### config.mk
export PLATFORM = sky130hd
export DESIGN_NAME = ram_access_ctrl
export DESIGN_NICKNAME = d
export VERILOG_FILES = /design/src/rtl/ram_access_ctrl.sv
export SDC_FILE = /design/constraint.sdc
export NUM_CORES = 1
export LEC_CHECK = 0
export CAP_MARGIN = 40
export CORE_AREA = 2 2 71 73
export CTS_CLUSTER_SIZE = 25
export DETAILED_ROUTE_END_ITERATION = 6
export DIE_AREA = 0 0 73 75
export GPL_TIMING_DRIVEN = 0
export PLACE_DENSITY = 0.73
export SLEW_MARGIN = 20
export SYNTH_ARGS = -nofsm -noshare
export SYNTH_HDL_FRONTEND = slang
export SYNTH_SLANG_ARGS = --single-unit
### constraint.sdc
create_clock -name clk -period 1.6 [get_ports clk]
set_input_delay 0.24 -clock clk [delete_from_list [all_inputs] [get_ports clk]]
set_output_delay 0.24 -clock clk [all_outputs]
set_load 0.03 [all_outputs]
### src/rtl/ram_access_ctrl.sv
// Burst controller for a 16x8 asynchronous RAM. Each beat runs as
// setup, enable strobe, hold and then a response handshake.
module ram_access_ctrl #(
  parameter int unsigned STROBE_CYC = 2
) (
  input  logic       clk,
  input  logic       rst_n,
  input  logic       req_valid,
  output logic       req_ready,
  input  logic       req_we,
  input  logic [3:0] req_addr,
  input  logic [3:0] req_len,
  input  logic [7:0] req_wdata,
  output logic       rsp_valid,
  input  logic       rsp_ready,
  output logic [7:0] rsp_data,
  output logic       rsp_last,
  output logic       mem_en,
  output logic       mem_we,
  output logic [3:0] mem_addr,
  output logic [7:0] mem_din,
  input  logic [7:0] mem_dout
);

  // state  | meaning
  // IDLE   | waiting for a request, req_ready high
  // SETUP  | address/data presented, RAM disabled
  // STROBE | mem_en high for STROBE_CYC cycles, data sampled on the last one
  // HOLD   | RAM disabled, address/data still stable
  // RESP   | response beat offered until rsp_ready
  typedef enum logic [2:0] {IDLE, SETUP, STROBE, HOLD, RESP} state_t;

  localparam logic [3:0] STRB_LOAD = 4'(STROBE_CYC - 1);

  state_t     state_q, state_d;
  logic       we_q, we_d;
  logic [3:0] addr_q, addr_d;
  logic [3:0] len_q, len_d;
  logic [3:0] beat_q, beat_d;
  logic [3:0] strb_q, strb_d;
  logic [7:0] wdata_q, wdata_d;
  logic [7:0] rsp_data_q, rsp_data_d;
  logic       req_ready_q, req_ready_d;
  logic       rsp_valid_q, rsp_valid_d;
  logic       rsp_last_q, rsp_last_d;
  logic       mem_en_q, mem_en_d;
  logic       mem_we_q, mem_we_d;

  always_ff @(posedge clk or negedge rst_n) begin
    if (!rst_n) begin
      state_q     <= IDLE;
      we_q        <= 1'b0;
      addr_q      <= 4'd0;
      len_q       <= 4'd0;
      beat_q      <= 4'd0;
      strb_q      <= 4'd0;
      wdata_q     <= 8'd0;
      rsp_data_q  <= 8'd0;
      req_ready_q <= 1'b0;
      rsp_valid_q <= 1'b0;
      rsp_last_q  <= 1'b0;
      mem_en_q    <= 1'b0;
      mem_we_q    <= 1'b0;
    end else begin
      state_q     <= state_d;
      we_q        <= we_d;
      addr_q      <= addr_d;
      len_q       <= len_d;
      beat_q      <= beat_d;
      strb_q      <= strb_d;
      wdata_q     <= wdata_d;
      rsp_data_q  <= rsp_data_d;
      req_ready_q <= req_ready_d;
      rsp_valid_q <= rsp_valid_d;
      rsp_last_q  <= rsp_last_d;
      mem_en_q    <= mem_en_d;
      mem_we_q    <= mem_we_d;
    end
  end

  always_comb begin
    state_d    = state_q;
    we_d       = we_q;
    addr_d     = addr_q;
    len_d      = len_q;
    beat_d     = beat_q;
    strb_d     = strb_q;
    wdata_d    = wdata_q;
    rsp_data_d = rsp_data_q;
    case (state_q)
      IDLE: begin
        if (req_valid && req_ready_q) begin
          we_d    = req_we;
          addr_d  = req_addr;
          len_d   = req_len;
          wdata_d = req_wdata;
          beat_d  = 4'd0;
          state_d = SETUP;
        end
      end
      SETUP: begin
        strb_d  = STRB_LOAD;
        state_d = STROBE;
      end
      STROBE: begin
        if (strb_q == 4'd0) begin
          rsp_data_d = we_q ? wdata_q : mem_dout;
          state_d    = HOLD;
        end else begin
          strb_d = strb_q - 4'd1;
        end
      end
      HOLD: state_d = RESP;
      RESP: begin
        if (rsp_ready) begin
          if (beat_q == len_q) begin
            state_d = IDLE;
          end else begin
            addr_d  = addr_q + 4'd1;
            beat_d  = beat_q + 4'd1;
            state_d = SETUP;
          end
        end
      end
      default: state_d = IDLE;
    endcase
    // Outputs are registered copies decoded from the next state.
    req_ready_d = (state_d == IDLE);
    rsp_valid_d = (state_d == RESP);
    rsp_last_d  = (state_d == RESP) && (beat_d == len_d);
    mem_en_d    = (state_d == STROBE);
    mem_we_d    = (state_d == STROBE) && we_d;
  end

  assign req_ready = req_ready_q;
  assign rsp_valid = rsp_valid_q;
  assign rsp_data  = rsp_data_q;
  assign rsp_last  = rsp_last_q;
  assign mem_en    = mem_en_q;
  assign mem_we    = mem_we_q;
  assign mem_addr  = addr_q;
  assign mem_din   = wdata_q;

endmodule
======== Word level (Yosys, flattened, before mapping) ========
Cells that the tools add are included.
word-level totals
  RAM bits ................................ 0
  output and inout bits ................... 25
  memories ................................ 0
  input port bits ......................... 29
  latch bits .............................. 0
  bits in registers ....................... 41
  word-level logic and storage cells ...... 60
  ROM bits ................................ 0
operators by class
  div/mod/pow operators ................... 0
  mux-type cells .......................... 20
  add/subtract/negate cells ............... 3
  equality and inequality tests ........... 12
  reduce and logical (&&, ||, !) cells .... 12
  multipliers ............................. 0
  order comparisons ....................... 0
  bitwise gates (word level) .............. 0
  shift-type cells ........................ 0
operator list
  cell                   number
  $mux W4                9
  $pmux W4 S2            3
  $pmux W3 S5            1
  $eq A3 B2 Y1 const B   3
  $mux W3                3
  $add A4 B1 Y4 const B  2
  $eq A4 B4 Y1           2
  $mux W8                1
  $ne A2 B2 Y1 const B   4
  $eq A3 B3 Y1 const B   2
  $logic_not A3 Y1       2
  $reduce_and A2 Y1      3
  $logic_not A4 Y1       1
  $reduce_and A4 Y1      1
  $reduce_bool A2 Y1     2
  $sub A4 B1 Y4 const B  1
  $eq A3 B1 Y1 const B   1
  $logic_and A1 B1 Y1    3
  $mux W1                3

======== Longest topological paths before layout ========
Gate-level depths: netlist of the first run.
  word-level depth ........................ 6
  depth in mapped cells ................... 9

======== Least setup slack after synthesis of the first run ========
OpenSTA, ideal clock, no wires.
  kind .................................... reg2reg
  from .................................... register req_ready_q (netlist: req_ready)
  to ...................................... register rsp_last_q (netlist: rsp_last)
  arrival ................................. 1.705 ns
  cell stages (with the launch flop) ...... 8
  period minus slack after synthesis ...... 1.800 ns
  buffers on the path ..................... 1
  setup time .............................. 0.096 ns
  path slack .............................. -0.200 ns
  data required time ...................... 1.504 ns
  cells stage by stage .................... dfrtp_1 nand2_1 or4_1 clkbuf_1 nand2_1 mux2i_1 xor2_1 nor4_2
between the ends
  longest elaborated chain between the ends .. 5
ends and longest elaborated chain
  element                 RTL line  RTL
  start, declared         43        logic req_ready_q, req_ready_d;
  start signal, assigned  73        req_ready_q <= req_ready_d;
  $logic_and A1 B1 Y1     92        if (req_valid && req_ready_q) begin
  $mux W4                 92
  $pmux W4 S2             90        case (state_q)
  net beat_d[1]           39        logic [3:0] beat_q, beat_d;
  $eq A4 B4 Y1            130       rsp_last_d = (state_d == RESP) && (beat_d == len_d);
  $logic_and A1 B1 Y1     130
  net rsp_last_d          45        logic rsp_last_q, rsp_last_d;
  end signal, assigned    75        rsp_last_q <= rsp_last_d;
  end, declared           45
The timed path passes the listed nets, and every way through them passes these cells.
A chain may end at the register's enable or synchronous reset.

======== Worst setup path after layout of the first run ========
  from .................................... register len_q[0]
  to ...................................... register rsp_last_q (netlist: rsp_last)
between the ends
  longest elaborated chain between the ends .. 6
ends and longest elaborated chain
  element                 RTL line  RTL
  start, declared         38        logic [3:0] len_q, len_d;
  start signal, assigned  68        len_q <= len_d;
  $eq A4 B4 Y1            116       if (beat_q == len_q) begin
  $mux W4                 116
  $mux W4                 115       if (rsp_ready) begin
  $pmux W4 S2             90
  net beat_d[2]           39
  $eq A4 B4 Y1            130
  $logic_and A1 B1 Y1     130
  net rsp_last_d          45
The timed path passes the listed nets, and every way through them passes these cells.

==> flow_summary.yaml, run 1 <==
status:
  outcome: "finished with violations"
  violations: "negative setup slack"
timing:
  final.setup.worst_slack_ps: -329
  relSlewSlack: 0.546
  clock_skew_ps: 9.60
  max_freq_mhz: 518
  hold-worst-slack_ps: 350
  rsz0062_at_grt: "true"
  fin_crit_ps: 1930
  finalSetupViolations: 9
  hold_viol: 0
  worst_pin_slew_ps: 680
  slew_viol_final: 0
  setup_tns_ps: -935
  period_share: 1.21
detailed_routing:
  post_drt_wl_per_cell_um: 15.4
  avgViaCountPerCell: 5.15
  firstDrtPassIters: 4
  drt-total-wl_um: 5190
  drt_iter0_drc: 96
  antenna_left: 0
  remaining_drc_errors: 0
  num_vias: 1736
yosys:
  syn-cell-area_um2: 1930
  ys.flop_type: "dfrtp_1"
  yosys.area.top_type: "dfrtp_1"
  synth_nets: 237
  syn_avg_cell_area_um2: 9.44
  netlist_instances: 205
  ys_seq_elements: 41
  synth_enable_flop_cells: 0
  async_reset_ff_frac: 1.00
  synthDistinctLibCells: 32
  netlist_top_cells_area: "dfrtp_1 53%, nand2_1 11%, mux2i_1 5.7%"
  synth_top_cell_area_share: 0.530
  yosysWarnings: 0
  yosysSeqAreaShare: 0.530
floorplan:
  coreArea_um2: 4660
  rows: 25
  dieArea_um2: 5480
  start_util: 0.415
  die_w_um: 73
  fp.dieH_um: 75
  io_pins: 54
place:
  hpwl_um: 3330
  place_congestion: 0.754
  pre_cts_ws_ps: -705
  io_buffers: 53
job:
  drv_cap: 0
cts:
  cts_tree: "built"
  path_clk_slew_ps: 90
  clock_latency_ps: 300
  root_buffer: "clkbuf_8"
  cts_num_sinks: 41
  cts_buffers: 5
  cts_htree_levels: 2
  cts_buffer_depth: 2
hold_path:
  hp-class: "in2async"
layout:
  nNetsFinal: 314
  layout-drive-gt1-share: 0.216
  syn2layout_area_growth_pct: 54.5
  fillers: 382
  antennaDiodeCount: 0
  fin_util: 0.641
global_routing:
  grt_pass1_wl_um: 8020
  grtUsageTotal: 0.196
  grt_antenna_before_repair: 0
  grt_max_degree: 31
  grt_pass1_vias: 1663
  grt_overflow_total: 0
worst_setup_path:
  critPathMaxFanout: 4
  startpoint_type: "register"
  critPathRequiredTime_ps: 1810
  path_class: "reg2reg"
  cp.arrival_ps: 2140
  endpoint_kind: "register"
pwr:
  p_total_w: 0.00590
  power_density_nw_per_um2: 1970
  power_leakage_nw: 1.49
  ir_drop_mv: 0.892
worst max-delay path: stages (launching register included):
cell	delay [ps]
dfrtp_1	430
xor2_2	260
nor4_4	100
or3_1	340
a32o_2	310
xor2_2	150
nor4_2	250
sequential cells by signal, indices dropped and copies added (netlist names):
signal / flops
state_q: 3
req_ready: 1
rsp_last: 1
mem_addr: 4
len_q: 4
mem_we: 1
strb_q: 4
rsp_valid: 1
rsp_data: 8
mem_din: 8
mem_en: 1
we_q: 1
beat_q: 4
through the flow:
step | cells | area, um2
finish | 337 | 2990
global route | 337 | 2990
CTS | 332 | 2850
detailed placement | 313 | 2590
global placement | 312 | 2570
floorplan | 205 | 1980
Yosys cell counts (2+ instances only):
master and instances:
nor4_1 2, buf_1 2, mux2i_1 11, nor3_1 5
nor4_2 3, dfrtp_1 41, buf_2 2, or3_1 2
a21oi_1 6, nand2b_1 2, o21ai_0 21, nor2_1 8
nand3_1 5, xor2_1 6, clkbuf_1 5, o22ai_1 3
xnor2_1 3, ha_1 3, inv_1 7, nand2_1 55
a32oi_1 2
path summary, 6_finish.rpt:
path,slack (ps),depth (start not counted),from,endpoint
worst max-delay path,-330,6,len_q[0],rsp_last
min in group clk,460,3,req_wdata[6],mem_din[6]
max in group asynchronous,780,3,rst_n,req_ready
worst max register to register,-330,6,len_q[0],rsp_last
worst min register to register,480,2,rsp_data[7],rsp_data[7]
worst min-delay path,350,2,rst_n,mem_addr[0]
where the power goes:
group	internal, W	leakage (nW)	switching [W]
clock	0.000315	0.0447	0.000401
sequential	0.00150	0.519	0.000363
combinational	0.00141	0.923	0.00191
total	0.00322	1.49	0.00268
logic make-up after synthesis:
kind of cell / count (synthesis) / share of synthesized area
fa+ha+maj: 3 / 0.0194
flops: 41 / 0.530
simple gates: 88 / 0.210
buf+inv: 16 / 0.0323
compound gates: 36 / 0.105
mux: 12 / 0.0627
xor+xnor: 9 / 0.0408
layer usage:
metal | vias to the layer above | share of wire | global-route usage
li1 | 850 | - | -
met1 | 841 | 0.43 | 0.257
met2 | 40 | 0.53 | 0.321
met3 | 5 | 0.032 | 0.0335
met4 | 0 | 0.014 | 0.0864
met5 | - | 0 | 0
placed cells by master, fill, tap and decap left out, drive strengths merged:
master	n
nand3	5
nor2b	1
clkbuf	8
o31ai	1
a31oi	1
dlymetal6s2s	10
nand2	55
a21oi	6
nor3	6
mux2	1
nor3b	1
a32oi	2
o21a	1
nand2b	2
dlygate4sd2	11
xnor2	3
and2	1
a32o	1
or4	1
ha	3
xor2	6
o21ai	21
buf	22
dfrtp	41
nor2	9
or3	2
inv	8
mux2i	11
clkinv	1
clkinvlp	1
o22ai	3
nor4	5
dlygate4sd3	1
and3	1
clkdlybuf4s50	31
cell type report:
type / instances / area (um2) / area share
sequential: 41 / 1030 / 0.344
multi-input combinational: 149 / 1020 / 0.340
timing repair buffer: 70 / 687 / 0.230
clock buffer: 5 / 68.8 / 0.0230
buffer: 8 / 68.8 / 0.0230
tap: 54 / 67.6 / 0.0226
inverter: 7 / 26.3 / 0.00879
clock inverter: 3 / 25.0 / 0.00837
what timing repair did:
action,4_1_cts,5_1_grt
pin swaps,6,9
endpoints found under the setup margin,45,42
cloned,1,0
endpoints found under the hold margin,11,0
gates resized for setup,41,31
hold buffers,1,0
setup buffers,9,7
No activity file was read; power rests on OpenSTA's default activity.
==> inputs of run 2 (changes only) <==
--- a/config.mk
+++ b/config.mk
@@ -6,10 +6,10 @@
 export NUM_CORES = 1
 export LEC_CHECK = 0
 export CAP_MARGIN = 40
-export CORE_AREA = 2 2 71 73
+export CORE_AREA = 5 5 74 76
 export CTS_CLUSTER_SIZE = 25
 export DETAILED_ROUTE_END_ITERATION = 6
-export DIE_AREA = 0 0 73 75
+export DIE_AREA = 0 0 79 81
 export GPL_TIMING_DRIVEN = 0
 export PLACE_DENSITY = 0.73
 export SLEW_MARGIN = 20
==> flow_summary.yaml, run 2 (synthesis gave the netlist of run 1 again) <==
pwr:
  p_int_w: 0.00372
  power_leakage_nw: 1.57
  power_density_nw_per_um2: 2020
  comb_power_share: 0.576
  p_total_w: 0.00658
  power.switching_w: 0.00287
  ir_drop_mv: 1.07
  switching_share: 0.435
  clkPwrFrac: 0.133
  p_seq_frac: 0.291
detailed_routing:
  antenna_left: 0
  drt-total-wl_um: 5840
  num_vias: 1826
  remaining_drc_errors: 0
  avgViaCountPerCell: 5.25
  post_drt_wl_per_cell_um: 16.8
  drt_iter0_drc: 95
  firstDrtPassIters: 4
global_routing:
  use_met2: 0.329
  grt_overflow_total: 0
  grt_util_met3: 0.0366
  grt_antenna_before_repair: 0
  grt_use_met1: 0.217
  grt_max_degree: 22
  grt_pass1_wl_um: 8960
  busiest_layer: "met2"
  grtUsageTotal: 0.183
  grt_pass1_vias: 1842
place:
  io_buffers: 53
  place_congestion: 0.781
  hpwl_um: 3520
timing:
  hold_viol: 0
  worst_pin_slew_ps: 678
  period_share: 1.25
  clock_skew_ps: 8.32
  hold-worst-slack_ps: 453
  slew_viol_final: 0
  rsz0062_at_grt: "true"
  max_freq_mhz: 500
  final.setup.worst_slack_ps: -400
  fin_crit_ps: 2000
  relSlewSlack: 0.548
  finalSetupViolations: 18
worst_setup_path:
  critPathMaxFanout: 2
  critPathRequiredTime_ps: 1790
  regToRegSetupSlack_ps: -400
  endpoint_kind: "register"
  path_buf_inv: 1
  path_class: "reg2reg"
  crit_family: "simple AND/OR/NAND/NOR gates"
  worstSetupStartpoint: "beat_q[0]"
  critPathMaxStageDelay_ps: 410
  r2r-start: "beat_q[0]"
  startpoint_type: "register"
  cp.arrival_ps: 2190
  crit_chain: "buf_4 > ha_1 > nand3_1 > or3_4 > a32o_2 > xor2_1 > nor4_2"
  worst_path_max_delay_cell: "dfrtp_1"
cts:
  cts_buffer_depth: 2
  cts_buffers: 5
  clock_latency_ps: 300
  path_clk_slew_ps: 80
  root_buffer: "clkbuf_8"
  cts_num_sinks: 41
  cts_tree: "built"
  cts_htree_levels: 2
layout:
  syn2layout_area_growth_pct: 68.4
  antennaDiodeCount: 0
  fin_util: 0.699
  layout-drive-gt1-share: 0.323
  nNetsFinal: 325
  layout_commonest_cell: "dfrtp_1"
  layout_common_cells: "37 x dfrtp_1, 35 x nand2_1, 33 x clkdlybuf4s50_1, 19 x buf_4, 15 x nand2_2"
  regArea_um2: 1030
  multiInputGateArea_um2: 1110
  fillers: 331
floorplan:
  die_w_um: 79
  io_pins: 54
  rows: 25
  coreArea_um2: 4660
  fp.dieH_um: 81
  start_util: 0.415
  dieArea_um2: 6400
status:
  outcome: "finished with violations"
  violations: "negative setup slack"
hold_path:
  hp-class: "in2async"
job:
  drv_cap: 0
-- run 2: cell types whose count changed in the layout (fill, tap and decap cells not counted), moves of 5 or more --
cell / delta
buf_4: +5
o21ai_1: +5
nand2_1: -17
o21ai_0: -6
nand2_2: +12
nand2_4: +5
-- run 2: path summary, 6_finish.rpt --
check,to,depth (start not counted)
max,rsp_last,7
min,mem_din[5],2
max reg2reg,rsp_last,7
min reg2reg,rsp_data[2],2
max in group asynchronous,state_q[0],3
min in group clk,mem_din[6],3
-- run 2: timing repair --
item,in CTS,in global routing
endpoints found under the setup margin,44,40
buffers inserted,15,11
resized for setup,56,57
hold buffers,1,0
gates cloned,3,0
pin swaps,11,34
hold endpoints to repair,20,0
-- run 2: stage by stage --
| stage | setup WS [ps] | instances | TNS (ps) | instance area, um2 |
|---|---|---|---|---|
| floorplan | -138 | 205 | -187 | 1980 |
| global placement | -929 | 312 | -45490 | 2570 |
| detailed placement | -647 | 313 | -13750 | 2600 |
| CTS | -378 | 340 | -2480 | 3020 |
| global route | -458 | 348 | -2400 | 3260 |
| finish | -400 | 348 | -1310 | 3260 |
-- run 2: layout make-up --
class | instances | share of cell area
Buffer | 7 | 0.0273
Clock buffer | 7 | 0.0265
Clock inverter | 1 | 0.00922
Inverter | 7 | 0.00807
Multi-Input combinational cell | 149 | 0.341
Sequential cell | 41 | 0.317
Tap cell | 54 | 0.0207
Timing Repair Buffer | 82 | 0.251
-- run 2: power by group through the flow --
stage	Clock, W	Sequential [W]	Combinational, W
floorplan	0	0.00237	0.00127
global placement	0	0.00185	0.00275
detailed placement	0	0.00187	0.00282
CTS	0.000887	0.00184	0.00332
global route	0.000937	0.00199	0.00405
finish	0.000875	0.00192	0.00379
-- run 2: layer usage --
| layer | part of all wire | up-vias | wire [um] |
|---|---|---|---|
| li1 | - | 876 | - |
| met1 | 0.41 | 892 | 2370 |
| met2 | 0.54 | 50 | 3170 |
| met3 | 0.037 | 8 | 215 |
| met4 | 0.014 | 0 | 79 |
| met5 | 0 | - | 0 |
==> inputs of run 3 (changes only) <==
--- a/config.mk
+++ b/config.mk
@@ -6,12 +6,15 @@
 export NUM_CORES = 1
 export LEC_CHECK = 0
 export CAP_MARGIN = 40
-export CORE_AREA = 5 5 74 76
+export CORE_AREA = 5 5 69 71
+export CTS_CLUSTER_DIAMETER = 80
 export CTS_CLUSTER_SIZE = 25
 export DETAILED_ROUTE_END_ITERATION = 6
-export DIE_AREA = 0 0 79 81
+export DIE_AREA = 0 0 74 76
+export DONT_BUFFER_PORTS = 1
 export GPL_TIMING_DRIVEN = 0
-export PLACE_DENSITY = 0.73
+export PLACE_DENSITY = 0.65
+export RECOVER_POWER = 25
 export SLEW_MARGIN = 20
 export SYNTH_ARGS = -nofsm -noshare
 export SYNTH_HDL_FRONTEND = slang
==> flow_summary.yaml, run 3 (synthesis gave the netlist of run 1 again) <==
timing:
  hold_viol: 0
  final.setup.worst_slack_ps: -313
  worst_pin_slew_ps: 1010
  slew_viol_final: 0
  clock_skew_ps: 6.57
  rsz0062_at_grt: "true"
  max_freq_mhz: 523
  fin_crit_ps: 1910
  relSlewSlack: 0.327
  period_share: 1.20
  finalSetupViolations: 21
detailed_routing:
  antenna_left: 0
  drt-total-wl_um: 4620
  num_vias: 1511
  drt_iter0_drc: 75
  firstDrtPassIters: 4
  remaining_drc_errors: 0
  avgViaCountPerCell: 5.34
  post_drt_wl_per_cell_um: 16.3
pwr:
  p_total_w: 0.00558
  power_density_nw_per_um2: 2230
  ir_drop_mv: 1.01
  power_leakage_nw: 1.16
cts:
  cts_buffers: 5
  root_buffer: "clkbuf_8"
  cts_htree_levels: 2
  cts_tree: "built"
  cts_buffer_depth: 2
  clock_latency_ps: 290
  path_clk_slew_ps: 80
  cts_num_sinks: 41
floorplan:
  fp.dieH_um: 76
  io_pins: 54
  coreArea_um2: 4170
  rows: 24
  dieArea_um2: 5620
  start_util: 0.463
  die_w_um: 74
layout:
  antennaDiodeCount: 0
  layout_common_cells: "49 x nand2_1, 39 x dfrtp_1, 14 x buf_4, 13 x o21ai_0, 10 x mux2i_1"
  layout-drive-gt1-share: 0.268
  nNetsFinal: 262
  fillers: 345
  syn2layout_area_growth_pct: 29.1
  design_area_um2: 2500
  layout_commonest_cell: "nand2_1"
job:
  drv_cap: 0
global_routing:
  grtUsageTotal: 0.173
  grt_pass1_vias: 1493
  grt_overflow_total: 0
  grt_max_degree: 42
  grt_pass1_wl_um: 7500
  grt_antenna_before_repair: 0
worst_setup_path:
  cp.arrival_ps: 2110
  critPathMaxFanout: 4
  crit_chain: "xor2_2 > nor4_4 > nor3_4 > mux2i_2 > xor2_1 > nor4_2"
  critPathRequiredTime_ps: 1790
  crit_family: "simple AND/OR/NAND/NOR gates"
  endpoint_kind: "register"
  worst_path_max_delay_cell: "nor4_4"
  critPathMaxStageDelay_ps: 450
  startpoint_type: "register"
  path_class: "reg2reg"
  path_buf_inv: 0
status:
  violations: "negative setup slack"
  outcome: "finished with violations"
place:
  hpwl_um: 3070
  place_congestion: 0.856
  place_area_um2: 2040
  pre_cts_ws_ps: -383
  io_buffers: 0
hold_path:
  hp-class: "in2reg"
==> run 3: cell types whose count changed in the layout (fill, tap and decap cells not counted), sizes merged, moves of 2 or more <==
cell,previous run,this run
buf,31,22
clkbuf,12,10
clkdlybuf4s50,33,0
dlygate4sd2,12,0
dlymetal6s2s,7,0
==> run 3: worst register-to-register path: stages, from the launching register on <==
cell     delay (ps)
dfrtp_1         420
xor2_2          210
nor4_4          450
nor3_4          110
mux2i_2         240
xor2_1          120
nor4_2          270
==> run 3: final timing paths <==
check                      depth (start not counted)    endpoint  slack, ps          from
max                                                6    rsp_last       -310     beat_q[3]
min                                                2  mem_din[0]         50  req_wdata[0]
max reg2reg                                        6    rsp_last       -310     beat_q[3]
min reg2reg                                        2    len_q[1]        540      len_q[1]
max in group asynchronous                          2   req_ready        260         rst_n
min in group asynchronous                          2      mem_we        650         rst_n
==> run 3: routing by layer <==
metal,track usage,vias up,share of wire
met3,0.0488,8,0.047
met2,0.265,34,0.51
li1,-,745,-
met1,0.235,724,0.43
met5,0,-,0
met4,0.0543,0,0.017
==> run 3: area by class of cell <==
cell class | instances | area (um2) | share of cell area
Buffer | 9 | 98.8 | 0.0396
Clock buffer | 6 | 72.6 | 0.0291
Clock inverter | 2 | 38.8 | 0.0155
Inverter | 7 | 26.3 | 0.0105
Multi-Input combinational cell | 148 | 998 | 0.400
Sequential cell | 41 | 1030 | 0.412
Tap cell | 52 | 65.1 | 0.0261
Timing Repair Buffer | 18 | 169 | 0.0676
==> run 3: what timing repair did <==
item                       in CTS  in global routing
pin swaps                       5                  9
hold endpoints to repair       41                  0
setup endpoints to repair      31                 34
cloned                          0                  1
gates resized for setup        33                 22
hold buffers                    2                  0
buffers inserted                7                  9
==> run 3: report_power, final <==
part / switching [W] / internal [W] / total [W]
Combinational: 0.00117 / 0.00109 / 0.00225
Clock: 0.000353 / 0.000468 / 0.000821
Sequential: 0.00102 / 0.00149 / 0.00250
==> run 3: stage by stage <==
| step | hold WS, ps | utilization | TNS, ps | instances |
|---|---|---|---|---|
| 2_1_floorplan | -55.6 | - | -187 | 205 |
| 3_3_place_gp | -54.5 | 0.489 | -7790 | 257 |
| 3_5_place_dp | -54.3 | 0.489 | -7980 | 257 |
| 4_1_cts | 51.1 | 0.567 | -2020 | 274 |
| 5_1_grt | 42.8 | 0.598 | -4110 | 283 |
| 6_report | 53.8 | 0.598 | -2380 | 283 |
